### config.mk
export PLATFORM = sky130hd
export DESIGN_NAME = puf_challenge_sweeper
export DESIGN_NICKNAME = d
export VERILOG_FILES = /design/src/rtl/puf_challenge_sweeper.sv
export SDC_FILE = /design/constraint.sdc
export NUM_CORES = 1
export LEC_CHECK = 0
export ABC_CLOCK_PERIOD_IN_PS = 5180
export CAP_MARGIN = 20
export CORE_UTILIZATION = 30
export DETAILED_ROUTE_END_ITERATION = 6
export GPL_TIMING_DRIVEN = 0
export MAX_ROUTING_LAYER = met4
export PLACE_DENSITY = 0.53
export SYNTH_ARGS = -nofsm -noshare
export SYNTH_HDL_FRONTEND = slang
export SYNTH_SLANG_ARGS = --single-unit
### constraint.sdc
create_clock -name clk -period 5.18 [get_ports clk]
set_input_delay 1.036 -clock clk [delete_from_list [all_inputs] [get_ports clk]]
set_output_delay 1.036 -clock clk [all_outputs]
set_load 0.02 [all_outputs]
### src/rtl/puf_challenge_sweeper.sv
// Sweeps PUF challenges 0..63, evaluating each NUM_EVAL times and storing the majority response plus a stability flag.
// Readout has one cycle of latency. There is no backpressure: start is accepted only in IDLE or ERR and is ignored while busy.
module puf_challenge_sweeper #(
  parameter int NUM_EVAL    = 5,
  parameter int TIMEOUT_CYC = 2**29,
  parameter int RST_CYC     = 2
) (
  input  logic       clk,
  input  logic       rst,
  input  logic       start,
  output logic [5:0] challenge,
  output logic       puf_rst,
  output logic       puf_en,
  input  logic       puf_done,
  input  logic [7:0] puf_response,
  output logic       busy,
  output logic       sweep_done,
  output logic       timeout_err,
  input  logic [5:0] rd_addr,
  output logic [7:0] rd_data,
  output logic       rd_unstable,
  output logic       rd_valid
);

  // The wait counter is shared by the PRST pulse and the EVAL timeout, so it is sized for the larger of the two.
  localparam int CNT_MAX = (TIMEOUT_CYC > RST_CYC) ? TIMEOUT_CYC : RST_CYC;
  localparam int CNT_W   = (CNT_MAX > 1) ? $clog2(CNT_MAX) : 1;
  localparam logic [CNT_W-1:0] TO_LAST   = CNT_W'(TIMEOUT_CYC - 1);
  localparam logic [CNT_W-1:0] RST_LAST  = CNT_W'(RST_CYC - 1);
  localparam logic [2:0]       EVAL_LAST = 3'(NUM_EVAL - 1);
  localparam logic [2:0]       HALF      = 3'(NUM_EVAL / 2);
  localparam logic [2:0]       N_EVAL    = 3'(NUM_EVAL);

  typedef enum logic [2:0] {
    IDLE  = 3'd0,
    PRST  = 3'd1,
    EVAL  = 3'd2,
    ACCUM = 3'd3,
    STORE = 3'd4,
    DONE  = 3'd5,
    ERR   = 3'd6
  } state_t;

  state_t           state_q, state_d;
  logic [5:0]       chal_idx_q, chal_idx_d;
  logic [2:0]       eval_cnt_q, eval_cnt_d;
  logic [7:0][2:0]  ones_q, ones_d;
  logic [CNT_W-1:0] cnt_q, cnt_d;
  logic [7:0]       resp_q, resp_d;
  logic [63:0]      valid_q, valid_d;
  logic             timeout_err_q, timeout_err_d;
  logic [7:0]       rd_data_q, rd_data_d;
  logic             rd_unstable_q, rd_unstable_d;
  logic             rd_valid_q, rd_valid_d;

  // Each entry holds {unstable, majority[7:0]}; no reset, validity lives in valid_q.
  logic [8:0]       tbl_q [64];
  logic             tbl_we;
  logic [7:0]       maj;
  logic             unstable;

  always_comb begin
    maj      = '0;
    unstable = 1'b0;
    for (int b = 0; b < 8; b++) begin
      maj[b] = (ones_q[b] > HALF);
      if ((ones_q[b] != 3'd0) && (ones_q[b] != N_EVAL)) unstable = 1'b1;
    end
  end

  always_comb begin
    state_d       = state_q;
    chal_idx_d    = chal_idx_q;
    eval_cnt_d    = eval_cnt_q;
    ones_d        = ones_q;
    cnt_d         = cnt_q;
    resp_d        = resp_q;
    valid_d       = valid_q;
    timeout_err_d = timeout_err_q;
    tbl_we        = 1'b0;
    case (state_q)
      IDLE, ERR: begin
        if (start) begin
          state_d       = PRST;
          valid_d       = '0;
          chal_idx_d    = '0;
          eval_cnt_d    = '0;
          ones_d        = '0;
          cnt_d         = '0;
          timeout_err_d = 1'b0;
        end
      end
      PRST: begin
        if (cnt_q == RST_LAST) begin
          state_d = EVAL;
          cnt_d   = '0;
        end else begin
          cnt_d = cnt_q + 1'b1;
        end
      end
      EVAL: begin
        // Only a done level present at the sampling edge counts; earlier glitches are ignored.
        if (puf_done) begin
          state_d = ACCUM;
          resp_d  = puf_response;
        end else if (cnt_q == TO_LAST) begin
          state_d       = ERR;
          timeout_err_d = 1'b1;
        end else begin
          cnt_d = cnt_q + 1'b1;
        end
      end
      ACCUM: begin
        for (int b = 0; b < 8; b++) ones_d[b] = ones_q[b] + {2'b00, resp_q[b]};
        eval_cnt_d = eval_cnt_q + 1'b1;
        if (eval_cnt_q == EVAL_LAST) begin
          state_d = STORE;
        end else begin
          state_d = PRST;
          cnt_d   = '0;
        end
      end
      STORE: begin
        tbl_we              = 1'b1;
        valid_d[chal_idx_q] = 1'b1;
        ones_d              = '0;
        eval_cnt_d          = '0;
        if (chal_idx_q == 6'd63) begin
          state_d = DONE;
        end else begin
          chal_idx_d = chal_idx_q + 1'b1;
          state_d    = PRST;
          cnt_d      = '0;
        end
      end
      DONE:    state_d = IDLE;
      default: state_d = IDLE;
    endcase
  end

  always_comb begin
    rd_data_d     = tbl_q[rd_addr][7:0];
    rd_unstable_d = tbl_q[rd_addr][8];
    rd_valid_d    = valid_q[rd_addr];
  end

  always_ff @(posedge clk) begin
    if (rst) begin
      state_q       <= IDLE;
      chal_idx_q    <= '0;
      eval_cnt_q    <= '0;
      ones_q        <= '0;
      cnt_q         <= '0;
      resp_q        <= '0;
      valid_q       <= '0;
      timeout_err_q <= 1'b0;
      rd_data_q     <= '0;
      rd_unstable_q <= 1'b0;
      rd_valid_q    <= 1'b0;
    end else begin
      state_q       <= state_d;
      chal_idx_q    <= chal_idx_d;
      eval_cnt_q    <= eval_cnt_d;
      ones_q        <= ones_d;
      cnt_q         <= cnt_d;
      resp_q        <= resp_d;
      valid_q       <= valid_d;
      timeout_err_q <= timeout_err_d;
      rd_data_q     <= rd_data_d;
      rd_unstable_q <= rd_unstable_d;
      rd_valid_q    <= rd_valid_d;
    end
  end

  always_ff @(posedge clk) begin
    if (tbl_we) tbl_q[chal_idx_q] <= {unstable, maj};
  end

  // The PUF core is held in reset whenever it is not actively evaluating.
  assign puf_rst     = (state_q == IDLE) || (state_q == PRST) || (state_q == DONE) || (state_q == ERR);
  assign puf_en      = (state_q == EVAL) || (state_q == ACCUM);
  assign busy        = (state_q == PRST) || (state_q == EVAL) || (state_q == ACCUM) || (state_q == STORE);
  assign sweep_done  = (state_q == DONE);
  assign challenge   = chal_idx_q;
  assign timeout_err = timeout_err_q;
  assign rd_data     = rd_data_q;
  assign rd_unstable = rd_unstable_q;
  assign rd_valid    = rd_valid_q;

endmodule
==> results of run 1 <==
-- registers in the layout, indices dropped and copies added, names as in the netlist, 3 cells and up --
register    count
tbl_q         576
valid_q        64
cnt_q          29
ones_q         24
rd_data         8
resp_q          8
challenge       6
eval_cnt_q      3
state_q         3
-- through the flow --
step	worst slack [ps]	utilization [%]	hold slack [ps]	area, µm²	total power [mW]
6_report	1190	35.6	462	33900	12.3
5_1_grt	1210	35.6	475	33900	12.6
4_1_cts	1210	35.4	461	33700	12.3
3_5_place_dp	554	32.8	448	31200	6.95
3_3_place_gp	475	32.4	441	30800	6.94
2_1_floorplan	2320	-	435	28900	6.70
-- final cells by class --
type                            instances  area, µm²  area share (%)
Timing Repair Buffer                   85        915            2.70
Tap cell                             1265       1580            4.67
Buffer                                 98        430            1.27
Inverter                               22       82.6           0.244
Clock inverter                         23        200           0.591
Clock buffer                          119       2290            6.76
Sequential cell                       724      20300            59.8
Antenna cell                            1       2.50         0.00739
Multi-Input combinational cell        859       8110            23.9
-- cell usage after synthesis, types with 28 or more instances --
| library cell | instances |
|---|---|
| nor2_1 | 107 |
| nand2_1 | 70 |
| o21a_1 | 65 |
| clkbuf_1 | 47 |
| buf_2 | 43 |
| dfxtp_1 | 148 |
| a21oi_1 | 46 |
| mux2i_1 | 29 |
| nand3_1 | 28 |
| edfxtp_1 | 576 |
| a22oi_1 | 32 |
| mux4_2 | 160 |
-- power by group --
part	internal, mW	leakage [nW]	switching (mW)	total, mW
Sequential	6.20	6.94	0.00547	6.20
Clock	3.16	1.22	2.27	5.42
Combinational	0.224	3.21	0.401	0.625
-- layer usage --
layer	wire [µm]	track usage [%]	part of all wire (%)
met5	0	-	0
met4	2150	4.85	2.7
met3	5240	3.32	6.6
met2	37300	25.5	47
met1	34800	22.4	44
-- path summary, 6_finish.rpt --
kind,depth (start not counted),endpoint,slack [ps],from
max,8,rd_unstable$_SDFF_PP0_,1190,rd_addr[2]
min,1,valid_q[31]$_SDFFE_PP0P_,460,valid_q[31]$_SDFFE_PP0P_
max reg2reg,6,tbl_q[23][5]$_DFFE_PP_,1780,state_q[1]$_SDFFE_PP0P_
min reg2reg,1,valid_q[31]$_SDFFE_PP0P_,460,valid_q[31]$_SDFFE_PP0P_
-- critical path: cells and delay by family --
family	cells	cell delay, ps
buffers and inverters	3	1670
AND/OR/NAND/NOR	1	110
AO/OA/AOI/OAI	3	1160
multiplexers	1	430
-- cells by family after synthesis --
kind of cell    count (synthesis)
buf+inv                       120
mux                           189
xor+xnor                       13
fa+ha+maj                      21
flops                         724
simple gates                  354
compound gates                282
-- cells in the final DEF (no fill, tap or decap), types with 29 or more instances in the layout --
cell	n
clkbuf_1	73
nand2_1	70
mux2i_1	29
o21a_1	65
buf_2	44
nor2_1	107
dfxtp_1	148
a22oi_1	32
mux4_2	160
clkbuf_16	81
clkdlybuf4s50_1	35
a21oi_1	46
edfxtp_1	576
==> flow_summary.ini, run 1 <==
[synthesis]
ys_seq_elements = 724
synthSimpleGateAreaFrac_pct = 6.27
ys_types = 66
synth-seq-area-share_pct = 70.2
synth_top_family_by_area = multiplexers
netlist_instances = 1703
synth.avg_cell_area_um2 = 17.0
yosys.area.top_type = edfxtp_1
syn_area_um2 = 28900
ys.flop_type = edfxtp_1
synth_area_leaders = edfxtp_1 60%, mux4_2 12%, dfxtp_1 10%, o21a_1 1.7%, nor2_1 1.4%
ys_async_sr_fraction_pct = 0
synth-edff-count = 576
synth.mux.area_fraction_pct = 13.5
synth_compound_area_share_pct = 7.00
synth-xor-area-share_pct = 0.394
syn_nets = 1742
synth-adder-area-share_pct = 0.910
yosys_warnings = 0
synth_top_cell_area_share_pct = 59.9

[global_route]
grt_antenna_before_repair = 3
gr-usage-all-layers_pct = 16.6
grt_overflow = 0
grt_pass1_vias = 16700
grt_pass1_wl_mm = 115
grt_max_degree = 61

[floorplan]
die_x_um = 312
die-area_um2 = 97500
rows = 113
die_h_um = 312
start_util_pct = 30.3
core-area_um2 = 95200
io_pins = 39

[critical_path]
slowest_delay_ps = 790
crit_fanout = 10
cp_data_required_time_ps = 5610
crit_path_frequent_cell = clkbuf_1
worstPathCellList = clkbuf_1 -> clkbuf_1 -> clkbuf_1 -> mux4_2 -> a22oi_1 -> nand2_1 -> o21ai_0 -> o31ai_1
startpoint_type = primary input
path_class = primary input to flip-flop
worst_ep_arrival_time_ps = 4420
endpoint_kind = flip-flop
cpMaxStageDelayCell = clkbuf_1

[cts]
cts_resized = 0
cts_sinks = 724
cts_tree = built
clk_pin_slew_ps = 50
cts_hold_buf = 0
cts_buffers = 78
cts_setup_buffers = 0
clockBufferDepth = 3
h-tree-depth = 3
clk_root_buffer_cell = clkbuf_16
clk_latency_ps = 620

[cells_and_area]
fill_cells = 8891
drive_gt1_share_pct = 20.6
layout.cells.non_filler = 3196
area_delta_synth_final_pct = 17.3
final_nets = 1907

[routing]
drt_wl_total_mm = 79.5
num_vias = 16800
wl_per_cell_um = 24.9
drtIter0Drc = 1676
drc = 0
antenna_left = 0
avgViaCountPerCell = 5.24
firstDrtPassIters = 5

[sta]
slew_headroom_pct = 19.5
period_needed_ps = 3990
tns_ps = 0
finalCritPeriodShare_pct = 77.0
setup_viol = 0
fmax_mhz = 251
hold_viol = 0
tightest_slew_ps = 1210
maxSlewViolCount = 0
rsz0062_at_grt = no
finClkSkew_ps = 27.9

[placement]
place.gp.congestion = 0.849
placement.io_buffers = 35
placed_cells = 3035
hpwl_mm = 53.7

[hold_path]
hp-class = flip-flop to flip-flop

[pwr]
power_density_nw_per_um2 = 362
p_leak_nw = 11.4
ir_drop_mv = 0.228

[outcome]
run_status = finished clean

[job]
maxCapViolations = 0
No activity file was read; power rests on OpenSTA's default activity.
==> run 2, diff against run 1 <==
- ABC_CLOCK_PERIOD_IN_PS: 5180 -> 3900
- clock period: 5.18 -> 3.9 ns (I/O delays scaled with it)
==> results of run 2 <==
Same layout as run 1 (identical final DEF). Status: finished clean.
Among the figures that moved: setup slack after placement 554 ps -> -470 ps; setup slack after layout 1190 ps -> 166 ps; register-to-register setup slack 1780 ps -> 500 ps; total power 12.3 mW -> 16.3 mW; worst IR drop on VDD 0.228 mV -> 0.303 mV
